**config.mk**
```make
export PLATFORM = sky130hd
export DESIGN_NAME = cp0_exception_unit
export DESIGN_NICKNAME = d
export VERILOG_FILES = /design/src/rtl/cp0_exception_unit.sv
export SDC_FILE = /design/constraint.sdc
export NUM_CORES = 1
export LEC_CHECK = 0
export BUFFER_PORTS_ARGS = -buffer_cell sky130_fd_sc_hd__buf_2
export CORE_AREA = 2 2 151 182
export DETAILED_ROUTE_END_ITERATION = 12
export DIE_AREA = 0 0 153 184
export PLACE_DENSITY_LB_ADDON = 0.12
export SETUP_SLACK_MARGIN = 0.15
export SYNTH_ARGS = -nofsm -noshare
export SYNTH_HDL_FRONTEND = slang
export SYNTH_SLANG_ARGS = --single-unit
```
**constraint.sdc**
```tcl
create_clock -name clk -period 2.8 [get_ports clk]
set_input_delay 0.28 -clock clk [delete_from_list [all_inputs] [get_ports clk]]
set_output_delay 0.28 -clock clk [all_outputs]
set_load 0.03 [all_outputs]
```
**src/rtl/cp0_exception_unit.sv**
```systemverilog
// CP0 register file and precise-exception commit for the MEM stage of the 5-stage MIPS core.
// CP0 state is registered; flush, redirect PC and mfc0 read data are combinational.
module cp0_exception_unit #(
  parameter logic [31:0] EXC_VECTOR = 32'hBFC0_0380,
  parameter logic [31:0] STATUS_RST = 32'h0040_0000
) (
  input  logic        clk,
  input  logic        rst,
  input  logic        StallM,
  input  logic        ValidM,
  input  logic [31:0] PCM,
  input  logic        DelaySlotM,
  input  logic        SyscallM,
  input  logic        BreakM,
  input  logic        ReserveM,
  input  logic        EretM,
  input  logic        OverflowM,
  input  logic        AdelIfM,
  input  logic        AdelM,
  input  logic        AdesM,
  input  logic [31:0] BadAddrM,
  input  logic        CP0WriteM,
  input  logic [4:0]  CP0WaddrM,
  input  logic [31:0] CP0WdataM,
  input  logic [4:0]  CP0RaddrE,
  output logic [31:0] CP0RdataE,
  input  logic [5:0]  HwInt,
  output logic        ExceptFlush,
  output logic [31:0] ExceptPC,
  output logic [31:0] EpcOut,
  output logic [31:0] StatusOut
);

  localparam logic [4:0] REG_BADVADDR = 5'd8;
  localparam logic [4:0] REG_COUNT    = 5'd9;
  localparam logic [4:0] REG_COMPARE  = 5'd11;
  localparam logic [4:0] REG_STATUS   = 5'd12;
  localparam logic [4:0] REG_CAUSE    = 5'd13;
  localparam logic [4:0] REG_EPC      = 5'd14;

  logic [31:0] badVAddr, count, compare, epc;
  logic        tick;
  logic [7:0]  statusIm;
  logic        statusExl, statusIe;
  logic        causeBd, causeTi;
  logic [5:0]  causeIpHw;
  logic [1:0]  causeIpSw;
  logic [4:0]  causeExcCode;

  logic [31:0] status, cause;
  logic        take, intPending;
  logic        excTaken, excBadPc, excBadData;
  logic [4:0]  excCode;
  logic        excFire, eretFire, cp0Write;

  // Only the writable fields are stored; BEV is a constant taken from the reset value.
  assign status = {9'd0, STATUS_RST[22], 6'd0, statusIm, 6'd0, statusExl, statusIe};
  assign cause  = {causeBd, causeTi, 14'd0, causeIpHw, causeIpSw, 1'b0, causeExcCode, 2'b00};

  assign take       = ValidM & ~StallM;
  assign intPending = statusIe & ~statusExl & (|({causeIpHw, causeIpSw} & statusIm));

  always_comb begin
    excTaken   = 1'b1;
    excBadPc   = 1'b0;
    excBadData = 1'b0;
    excCode    = 5'h00;
    if (intPending) begin
      excCode = 5'h00;
    end else if (AdelIfM) begin
      excCode  = 5'h04;
      excBadPc = 1'b1;
    end else if (ReserveM) begin
      excCode = 5'h0a;
    end else if (OverflowM) begin
      excCode = 5'h0c;
    end else if (SyscallM) begin
      excCode = 5'h08;
    end else if (BreakM) begin
      excCode = 5'h09;
    end else if (AdelM) begin
      excCode    = 5'h04;
      excBadData = 1'b1;
    end else if (AdesM) begin
      excCode    = 5'h05;
      excBadData = 1'b1;
    end else begin
      excTaken = 1'b0;
    end
  end

  // Any exception (interrupt included) outranks eret and suppresses a concurrent mtc0.
  assign excFire     = take & excTaken;
  assign eretFire    = take & EretM & ~excTaken;
  assign cp0Write    = take & CP0WriteM & ~excTaken;
  assign ExceptFlush = excFire | eretFire;
  assign ExceptPC    = eretFire ? epc : EXC_VECTOR;
  assign EpcOut      = epc;
  assign StatusOut   = status;

  always_comb begin
    CP0RdataE = 32'd0;
    case (CP0RaddrE)
      REG_BADVADDR: CP0RdataE = badVAddr;
      REG_COUNT:    CP0RdataE = count;
      REG_COMPARE:  CP0RdataE = compare;
      REG_STATUS:   CP0RdataE = status;
      REG_CAUSE:    CP0RdataE = cause;
      REG_EPC:      CP0RdataE = epc;
      default:      CP0RdataE = 32'd0;
    endcase
  end

  always_ff @(posedge clk) begin
    if (rst) begin
      badVAddr     <= 32'd0;
      count        <= 32'd0;
      compare      <= 32'd0;
      epc          <= 32'd0;
      tick         <= 1'b0;
      statusIm     <= STATUS_RST[15:8];
      statusExl    <= STATUS_RST[1];
      statusIe     <= STATUS_RST[0];
      causeBd      <= 1'b0;
      causeTi      <= 1'b0;
      causeIpHw    <= 6'd0;
      causeIpSw    <= 2'd0;
      causeExcCode <= 5'd0;
    end else begin
      tick <= ~tick;
      if (cp0Write && CP0WaddrM == REG_COUNT)
        count <= CP0WdataM;
      else if (tick)
        count <= count + 32'd1;

      // Clearing through a Compare write takes precedence over a fresh match.
      if (cp0Write && CP0WaddrM == REG_COMPARE)
        causeTi <= 1'b0;
      else if (count == compare)
        causeTi <= 1'b1;

      causeIpHw <= {HwInt[5] | causeTi, HwInt[4:0]};

      if (excFire) begin
        causeExcCode <= excCode;
        statusExl    <= 1'b1;
        if (!statusExl) begin
          epc     <= DelaySlotM ? PCM - 32'd4 : PCM;
          causeBd <= DelaySlotM;
        end
        if (excBadPc)
          badVAddr <= PCM;
        else if (excBadData)
          badVAddr <= BadAddrM;
      end else begin
        if (cp0Write) begin
          case (CP0WaddrM)
            REG_COMPARE: compare <= CP0WdataM;
            REG_STATUS: begin
              statusIm  <= CP0WdataM[15:8];
              statusExl <= CP0WdataM[1];
              statusIe  <= CP0WdataM[0];
            end
            REG_CAUSE:   causeIpSw <= CP0WdataM[9:8];
            REG_EPC:     epc <= CP0WdataM;
            default: ;
          endcase
        end
        if (eretFire)
          statusExl <= 1'b0;
      end
    end
  end

endmodule

```
==> results.json <==
{
  "period_share_pct": 92.5,
  "tightest_slew_ps": 613,
  "report.final.setup_viol": 0,
  "die_w_um": 153,
  "yosysUniqueCellTypes": 64,
  "synth_edf_count": 0,
  "drc": 0,
  "end_kind": "output port",
  "yosysSeqAreaShare_pct": 34.6,
  "syn_inst": 1078,
  "drt-vias-per-instance": 5.54,
  "layout_min_cycle_time_ps": 2590,
  "syn2layout_area_growth_pct": 25.1,
  "synth_area_per_cell_um2": 8.22,
  "drive_gt1_share_pct": 25.7,
  "grt_max_degree": 68,
  "ys_warn_count": 0,
  "antenna_left": 0,
  "root_buffer": "clkbuf_16",
  "layout_setup_ws_ps": 209,
  "cts_tree": "yes",
  "drt_iter0_markers": 875,
  "p_total_mw": 5.43,
  "gp_congestion": 0.860,
  "clock-skew-final_ps": 9.13,
  "cpMostUsedCell": "buf_4",
  "ctsHoldBuffers": 0,
  "cts_max_level": 4,
  "power_density_nw_per_um2": 490,
  "pin_count": 255,
  "dpl_worst_slack_ps": 251,
  "synth.area.top_cells": "dfxtp_1 35%, xnor2_1 5.6%, nor2_1 5.3%, mux2i_1 5.3%, a211oi_1 5.2%",
  "num_vias": 9054,
  "cts_sinks": 153,
  "synth_area_um2": 8860,
  "crit_family": "compound AO/OA/AOI/OAI gates",
  "grt_pass1_wl_um": 53000,
  "drt-total-wl_um": 36100,
  "ys_async_sr_fraction_pct": 0,
  "dieArea_um2": 28200,
  "crit_type": "flip-flop to output port",
  "cp_data_arrival_time_ps": 2310,
  "status": "complete, no violations",
  "synth.most_common_cell": "dfxtp_1",
  "slowest_delay_ps": 350,
  "globalRouteTotalUtil_pct": 25.0,
  "leakagePower_nw": 4.43,
  "yosys.area.top_type": "dfxtp_1",
  "slew_headroom_pct": 59.1,
  "finalHoldViolCount": 0,
  "insertedDiodeCount": 0,
  "yosys_register_bits": 153,
  "maxCapViolations": 0,
  "vdd_drop_max_mv": 0.307,
  "first_global_vias": 8402,
  "start_util_pct": 33.7,
  "path_cells": "a22o_1, a221oi_4, buf_4, a21boi_1, buf_4, nor2_2, nand2_1, buf_2",
  "cp_slowest_cell": "a221oi_4",
  "synth_commonest_cells": "153 x dfxtp_1, 126 x nor2_1, 118 x nand2_1",
  "antenna_found_initial": 0,
  "setup-tns-final_ps": 0,
  "wl_per_cell_um": 22.1,
  "netlist.area_leader.share_pct": 34.6,
  "dp_hpwl_um": 27800,
  "min_path_type": "input port to flip-flop",
  "fin_nets": 1414,
  "grt.overflow.total": 0,
  "startpoint_type": "flip-flop",
  "rsz0062_at_grt": "yes",
  "whs_ps": 56.3,
  "clkTransAtPathRegs_ps": 70,
  "cp_num_buf_inv": 3,
  "synth_flop_cell": "dfxtp_1",
  "dr.pass1.iters": 7,
  "cts_buffers": 17,
  "port_buffers": 232,
  "slew_viol_final": 0,
  "fmax_ghz": 0.386,
  "required_ps": 2520,
  "clk_latency_ps": 430,
  "coreArea_um2": 26300,
  "crit_fanout": 10,
  "clock_path_buffers": 2,
  "die_y_um": 184,
  "rows": 65
}
## through the flow
step	utilization, %	instance area [µm²]	std cells
after floorplan	-	8930	1098
after global placement	39.5	10400	1597
after detailed placement	39.5	10400	1597
after CTS	42.0	11000	1632
after global routing	42.2	11100	1634
final	42.2	11100	1634
## path summary, 6_finish.rpt
check	slack (ps)	start	endpoint	cells past startpoint
worst max register to register	320	statusIm[5]	statusExl	6
worst min-delay path	60	HwInt[1]	causeIpHw[1]	2
worst max-delay path	210	statusIm[5]	ExceptFlush	8
worst min register to register	470	causeExcCode[2]	causeExcCode[2]	2
## report_power, final
group          leakage, nW  internal [mW]  switching (mW)
combinational         2.90          0.235           0.466
clock                0.289           1.39            1.00
sequential            1.24           2.25          0.0851
## sequential cells by signal, indices dropped and copies added, names as in the netlist
name          cells
tick              1
causeIpSw         2
statusIm          8
badVAddr         32
causeBd           1
compare          32
statusExl         1
causeExcCode      4
causeIpHw         6
count            32
statusIe          1
causeTi           1
EpcOut           32
## final cells by class
cell class              count  area, µm²
multi-input cells         832       5410
flip-flops and latches    153       3060
clock inverters            12        140
well taps                 335        419
clock buffers              20        467
repair buffers            273       1550
fillers                  2696      15200
inverters                   9       33.8
## cells by family (layout without fill, tap and decap cells)
group / after synthesis / count (layout) / synth area share [%]
multiplexers: 47 / 47 / 5.31
buffers and inverters: 113 / 314 / 6.07
adder cells (fa/ha/maj): 2 / 2 / 0.282
AO/OA/AOI/OAI: 251 / 251 / 21.0
other: 2 / 22 / 0.0848
AND/OR/NAND/NOR: 420 / 420 / 23.8
flip-flops: 153 / 153 / 34.6
XOR/XNOR: 90 / 90 / 8.90
## layer usage
metal,share of wire (%),up-vias,global-route usage (%)
li1,-,4296,-
met1,44,4326,34.3
met2,45,381,39.0
met3,6.9,51,4.03
met4,3.3,0,10.2
met5,0,-,0
## layout by cell type, fill, tap and decap left out, types with 11 or more instances in the layout
cell type	netlist	layout
nor4_1	15	14
dfxtp_1	153	153
nand3_1	25	24
nand2b_1	17	17
nand2_1	118	118
o21ai_0	11	11
a211oi_1	61	61
a22oi_1	33	33
buf_2	19	223
nand4_1	22	22
xnor2_1	57	57
a22o_1	17	17
mux2i_1	47	47
xor2_1	33	33
nor2_1	126	124
a21oi_1	52	52
buf_4	24	40
clkbuf_16	0	17
and2_1	21	21
nor3_1	20	17
a221o_1	17	17
conb_1	2	22
o211ai_1	11	11
## what timing repair did
item	in CTS	in global routing
endpoints found under the setup margin	33	30
gates resized for setup	6	16
pin swaps	2	0
cloned	1	0
setup buffers	2	2
No activity file was read; power rests on OpenSTA's default activity.
